**src/rtl/mem_store_ctrl_pkg.sv**
```systemverilog
// Shared definitions for the byte-serial store path.
// Contents: store width encodings, default IO select value, FSM state enum,
// packed store-request payload, and a width-to-last-byte-index helper.
package mem_store_ctrl_pkg;

  localparam int unsigned ADDR_W = 32;
  localparam int unsigned DATA_W = 32;

  localparam logic [1:0] ST_B = 2'b00;
  localparam logic [1:0] ST_H = 2'b01;
  localparam logic [1:0] ST_W = 2'b10;

  localparam logic [1:0] IO_SEL_DEFAULT = 2'b11;

  typedef enum logic {
    IDLE  = 1'b0,
    WRITE = 1'b1
  } state_t;

  typedef struct packed {
    logic [ADDR_W-1:0] addr;
    logic [DATA_W-1:0] data;
    logic [1:0]        width;
  } st_req_t;

  // Index of the final byte of a store; the reserved width behaves as a byte.
  function automatic logic [1:0] last_idx(input logic [1:0] width);
    logic [1:0] r;
    case (width)
      ST_B:    r = 2'd0;
      ST_H:    r = 2'd1;
      ST_W:    r = 2'd3;
      default: r = 2'd0;
    endcase
    return r;
  endfunction

endpackage

```
**src/rtl/store_fifo.sv**
```systemverilog
// Store-request FIFO placed in front of the serialising FSM when the store
// queue is enabled (MEM_STORE_QUEUE_EN in the top).
// Ports:
//   clk, rst  : clock, synchronous active-high reset (empties the queue)
//   push, din : enqueue din (caller never pushes when full)
//   pop       : dequeue head (caller never pops when empty)
//   full      : QDEPTH entries held
//   empty     : no entries held
//   head      : oldest entry, valid when !empty
// QDEPTH must be a power of two, at least 2.
module store_fifo
  import mem_store_ctrl_pkg::*;
#(
  parameter int unsigned QDEPTH = 4
) (
  input  logic    clk,
  input  logic    rst,
  input  logic    push,
  input  logic    pop,
  input  st_req_t din,
  output logic    full,
  output logic    empty,
  output st_req_t head
);

  localparam int unsigned AW = $clog2(QDEPTH);
  localparam int unsigned CW = AW + 1;

  st_req_t       slots [QDEPTH];
  logic [AW-1:0] wr_ptr;
  logic [AW-1:0] rd_ptr;
  logic [CW-1:0] count;

  // Pointers wrap naturally because QDEPTH is a power of two.
  always_ff @(posedge clk) begin
    if (rst) begin
      wr_ptr <= '0;
      rd_ptr <= '0;
      count  <= '0;
    end else begin
      if (push) wr_ptr <= wr_ptr + AW'(1);
      if (pop)  rd_ptr <= rd_ptr + AW'(1);
      case ({push, pop})
        2'b10:   count <= count + CW'(1);
        2'b01:   count <= count - CW'(1);
        default: count <= count;
      endcase
    end
  end

  // Storage needs no reset; occupancy is tracked by count.
  always_ff @(posedge clk) begin
    if (push) slots[wr_ptr] <= din;
  end

  assign full  = (count == CW'(QDEPTH));
  assign empty = (count == '0);
  assign head  = slots[rd_ptr];

endmodule

```
**src/rtl/mem_store_ctrl.sv**
```systemverilog
// Byte-serial store path to the unified byte-wide RAM/IO port. Each accepted
// byte/half/word store is issued as consecutive single-byte writes, LSB first;
// bytes to IO-mapped addresses stall while the IO buffer is full. st_done
// pulses one cycle after a store's final byte is issued.
// Optional feature macro: MEM_STORE_QUEUE_EN adds a QDEPTH-entry request FIFO
// so requests can be accepted while a store is in progress.
// Ports:
//   clk, rst                 : clock, synchronous active-high reset
//   rdy                      : global enable; low freezes all state
//   st_valid/st_ready        : request handshake
//   st_addr/st_data/st_width : request payload (width 00 B, 01 H, 10 W, 11 as B)
//   st_done                  : one-cycle completion pulse
//   mem_a/mem_write/mem_wr   : RAM byte address, data, write strobe
//   io_buffer_full           : IO buffer cannot take a write
module mem_store_ctrl
  import mem_store_ctrl_pkg::*;
#(
  parameter logic [1:0]  IO_SEL = IO_SEL_DEFAULT,
  parameter int unsigned QDEPTH = 4
) (
  input  logic        clk,
  input  logic        rst,
  input  logic        rdy,
  input  logic        st_valid,
  output logic        st_ready,
  input  logic [31:0] st_addr,
  input  logic [31:0] st_data,
  input  logic [1:0]  st_width,
  output logic        st_done,
  output logic [31:0] mem_a,
  output logic [7:0]  mem_write,
  output logic        mem_wr,
  input  logic        io_buffer_full
);

  state_t     state;
  state_t     state_next;
  logic [1:0] idx;
  logic [1:0] idx_next;
  st_req_t    in_req;
  st_req_t    cur_req;
  st_req_t    src_req;
  logic       accept;
  logic       stall;
  logic       issue;
  logic       last;
  logic       load_next;
  logic       load_en;
  logic       src_avail;
  logic       done_pend;

  assign in_req = '{addr: st_addr, data: st_data, width: st_width};
  assign accept = st_valid && st_ready && rdy;
  assign stall  = (cur_req.addr[17:16] == IO_SEL) && io_buffer_full;

`ifdef MEM_STORE_QUEUE_EN
  logic    q_push;
  logic    q_pop;
  logic    q_full;
  logic    q_empty;
  st_req_t q_head;

  store_fifo #(.QDEPTH(QDEPTH)) u_store_fifo (
    .clk   (clk),
    .rst   (rst),
    .push  (q_push),
    .pop   (q_pop),
    .din   (in_req),
    .full  (q_full),
    .empty (q_empty),
    .head  (q_head)
  );

  // Queued entries take priority; an incoming request bypasses an empty queue.
  assign st_ready  = !q_full;
  assign src_avail = !q_empty || accept;
  assign src_req   = q_empty ? in_req : q_head;
  assign q_pop     = load_en && !q_empty;
  assign q_push    = accept && !(load_en && q_empty);
`else
  logic unused_cfg;

  assign st_ready   = (state == IDLE);
  assign src_avail  = accept;
  assign src_req    = in_req;
  assign unused_cfg = ^32'(QDEPTH);
`endif

  // State and byte-index register.
  always_ff @(posedge clk) begin
    if (rst) begin
      state <= IDLE;
      idx   <= 2'd0;
    end else begin
      state <= state_next;
      idx   <= idx_next;
    end
  end

  // Next state: a new store can be loaded in IDLE or right as the last byte
  // issues, which keeps back-to-back stores free of bubbles.
  always_comb begin
    state_next = state;
    idx_next   = idx;
    issue      = 1'b0;
    last       = 1'b0;
    load_next  = 1'b0;
    if (rdy) begin
      case (state)
        IDLE: load_next = 1'b1;
        WRITE: begin
          if (!stall) begin
            issue    = 1'b1;
            idx_next = idx + 2'd1;
            if (idx == last_idx(cur_req.width)) begin
              last       = 1'b1;
              load_next  = 1'b1;
              state_next = IDLE;
            end
          end
        end
        default: state_next = IDLE;
      endcase
      if (load_next && src_avail) begin
        state_next = WRITE;
        idx_next   = 2'd0;
      end
    end
  end

  assign load_en = load_next && src_avail;

  // Registered RAM port, completion pulse and working request.
  always_ff @(posedge clk) begin
    if (rst) begin
      cur_req   <= '0;
      mem_a     <= 32'd0;
      mem_write <= 8'd0;
      mem_wr    <= 1'b0;
      st_done   <= 1'b0;
      done_pend <= 1'b0;
    end else begin
      mem_wr <= issue;
      if (issue) begin
        mem_a     <= cur_req.addr + 32'(idx);
        mem_write <= cur_req.data[{idx, 3'b000} +: 8];
      end
      // A pending completion waits out any rdy-low cycles rather than stretching.
      if (rdy) begin
        st_done   <= done_pend;
        done_pend <= last;
      end else begin
        st_done <= 1'b0;
      end
      if (load_en) cur_req <= src_req;
    end
  end

endmodule

```
**config.mk**
```make
export PLATFORM = sky130hd
export DESIGN_NAME = mem_store_ctrl
export DESIGN_NICKNAME = d
export VERILOG_FILES = /design/src/rtl/mem_store_ctrl_pkg.sv /design/src/rtl/store_fifo.sv /design/src/rtl/mem_store_ctrl.sv
export SDC_FILE = /design/constraint.sdc
export NUM_CORES = 1
export LEC_CHECK = 0
export CORE_MARGIN = 2
export CORE_UTILIZATION = 49
export DETAILED_ROUTE_END_ITERATION = 7
export GPL_TIMING_DRIVEN = 0
export HOLD_SLACK_MARGIN = 0.15
export PLACE_DENSITY = 0.79
export SLEW_MARGIN = 30
export SYNTH_ARGS = -nofsm -noshare
export SYNTH_HDL_FRONTEND = slang
export SYNTH_SLANG_ARGS = --single-unit
```
**constraint.sdc**
```tcl
create_clock -name clk -period 3.3 [get_ports clk]
set_input_delay 0.66 -clock clk [delete_from_list [all_inputs] [get_ports clk]]
set_output_delay 0.66 -clock clk [all_outputs]
set_load 0.05 [all_outputs]
```
==> results.md, run 1 <==
- Die area: 0.0104 mm²
- Most common cell after layout, fill and taps aside: nand2_1
- Ys flop type: dfxtp_1
- Mean post-synth cell area: 8.32 µm²
- Fin nets: 761
- Vias in the first global route: 4044
- Number of synthesized flops with an enable pin: 0
- Post-DP Area: 0.00597 mm²
- Most frequent cells in the layout: nand2_1, dfxtp_1, clkdlybuf4s50_1, a21oi_1, nor2_1
- Hold violation total from the final report: 0
- Crit end category: flop
- CP Data Required Time: 3.59 ns
- Tightest Pin Transition: 0.671 ns
- Max Freq: 0.343 GHz
- Final core occ: 66.8%
- Yosys reg bits: 112
- Detailed Route Iter0 Violations: 166
- Syn Inst Count: 563
- Slew margin rel.: 55.1%
- Post-Syn Nets: 638
- Min cycle time layout: 2.91 ns
- Drt drc: 0
- Worst VDD drop: 0.269 mV
- Leakage: 0.00205 µW
- Die width: 102 µm
- Hpwl dp: 9080 µm
- Post-CTS setup buffer count: 0
- I/O Pins: 114
- H-tree depth: 3
- DR vias/cell: 5.19
- RSZ-0062 raised after global routing: no
- Iteration count of the initial detailed-routing pass: 4
- Critical path peak fanout: 10
- Worst skew pair latency: 0.38 ns
- Yosys warning count: 0
- HP Class: reg2reg
- Worst setup path class: reg2reg
- Detailed-route wire length: 11900 µm
- # fillers: 770
- Cell Pwr Density: 437 mW/mm²
- Hold-fix buffers, CTS: 0
- Maximum clock path buffer count: 2
- Layout cells sized above 1: 5.21%
- Async S/R FF share, synth: 0%
- Routed vias: 4259
- Rows: 35
- Worst r2r src: idx[1]
- P&R area growth vs syn: 31.7%
- Final Wtd Congestion: 0.858
- Status: finished, final reports clean
- Worst Setup SP: idx[1]
- Largest net degree at the start of global routing: 20
- Mapped cell area: 0.00469 mm²
- Min Hold Slack: 0.459 ns
- Total CTS buffers: 9
- Root buf cell: clkbuf_8
- Crit path DAT: 3.20 ns
- Synth cell types: 36
- Initial core utilization: 50.7%
- Hold path start: done_pend
- I/O Buffers: 112
- Startpoint types: flop
- Antenna Diode Count: 0
- Max Slew Vio Count: 0
- Global-route wire length before repair: 18800 µm
- DR WL/cell: 14.6 µm
- Post-Route Setup TNS: 0 ns
- Initial antenna violation count: 0
- Period utilisation layout: 88.2%
- Die H: 102 µm
- Final Setup Violations: 0
- Grt total ovfl: 0
- CTS tree: yes
- Core Area: 0.00924 mm²
- Final instance area: 0.00617 mm²
- CTS sink cnt: 112
- ANT nets after route: 0
- Max-Cap Viols: 0
- Post-CTS sizing: 0
- Register area share after synthesis: 47.9%
- GRT Total Usage: 23.3%
- CTS clock-pin slew for the worst setup and hold paths: 0.10 ns
- Layout Skew: 0.00986 ns
[critical path, cell delays in order, from the launching register on]
cell and delay [ns]:
dfxtp_1 0.36, clkbuf_1 0.52, inv_1 0.20, fa_1 0.51
and4b_1 0.27, buf_2 0.22, nand3_4 0.16, or3_1 0.34
a311oi_1 0.25
[layout make-up]
class | count | area (µm²) | share of cell area [%]
Multi-Input combinational cell | 405 | 2260 | 36.7
Sequential cell | 112 | 2240 | 36.3
Timing Repair Buffer | 112 | 1120 | 18.2
Tap cell | 129 | 161 | 2.62
Buffer | 40 | 158 | 2.55
Clock buffer | 9 | 124 | 2.01
Clock inverter | 7 | 80.1 | 1.30
Inverter | 6 | 22.5 | 0.365
[synthesized netlist by cell type, types with 2 or more instances]
| library cell | instances | area (µm²) |
|---|---|---|
| a211oi_1 | 26 | 195 |
| a21oi_1 | 79 | 395 |
| a22o_1 | 3 | 26.3 |
| and3_1 | 6 | 37.5 |
| buf_1 | 8 | 30.0 |
| buf_2 | 3 | 15.0 |
| clkbuf_1 | 28 | 105 |
| dfxtp_1 | 112 | 2240 |
| ha_1 | 3 | 37.5 |
| inv_1 | 6 | 22.5 |
| mux4_2 | 8 | 180 |
| nand2_1 | 164 | 616 |
| nand3_1 | 12 | 60.1 |
| nand4_1 | 10 | 62.6 |
| nand4b_1 | 2 | 17.5 |
| nor2_1 | 39 | 146 |
| nor3_1 | 3 | 15.0 |
| nor3_2 | 2 | 20.0 |
| xnor2_1 | 15 | 131 |
| xor2_1 | 18 | 158 |
[final timing paths]
path | endpoint | slack, ns | depth (start not counted)
worst max register to register | mem_a[18] | 0.39 | 8
worst max-delay path | mem_a[18] | 0.39 | 8
worst min-delay path | st_done | 0.46 | 2
worst min register to register | st_done | 0.46 | 2
[registers in the layout (all words and copies together), names as in the netlist]
name	cells
mem_a	32
mem_write	8
st_done	1
cur_req	66
idx	2
mem_wr	1
state	1
done_pend	1
[cells by family after synthesis]
group	count (synthesis)	synth area share, %
AND/OR/NAND/NOR	250	23.6
flip-flops	112	47.9
AO/OA/AOI/OAI	110	13.5
buffers and inverters	46	3.85
XOR/XNOR	33	6.17
multiplexers	8	3.85
adder cells (fa/ha/maj)	4	1.23
[metal layers]
layer / wire length (µm) / track usage [%]
met5: 0 / 0
met4: 212 / 8.84
met3: 670 / 2.90
met2: 6050 / 42.2
met1: 5010 / 28.0
[metrics by stage]
stage	total power, µW	worst slack [ns]	std cells
final	2700	0.388	820
after global routing	2800	0.220	820
after CTS	2710	0.404	820
after detailed placement	1890	0.442	804
after global placement	1880	0.452	804
after floorplan	1710	0.878	563
[power breakdown]
| part | leakage (µW) | total [µW] | internal, µW | switching (µW) |
|---|---|---|---|---|
| Sequential | 0.000912 | 1460 | 1410 | 47.1 |
| Clock | 0.0000964 | 836 | 359 | 477 |
| Combinational | 0.00104 | 401 | 177 | 224 |
(Power assumes the default switching activity.)
==> inputs of run 2 (changes only) <==
SKIP_CTS_REPAIR_TIMING = 1   (was unset)
SLEW_MARGIN = 20   (was 30)
==> results of run 2 <==
Same layout as run 1: the final DEF is identical, and so are final timing and power.
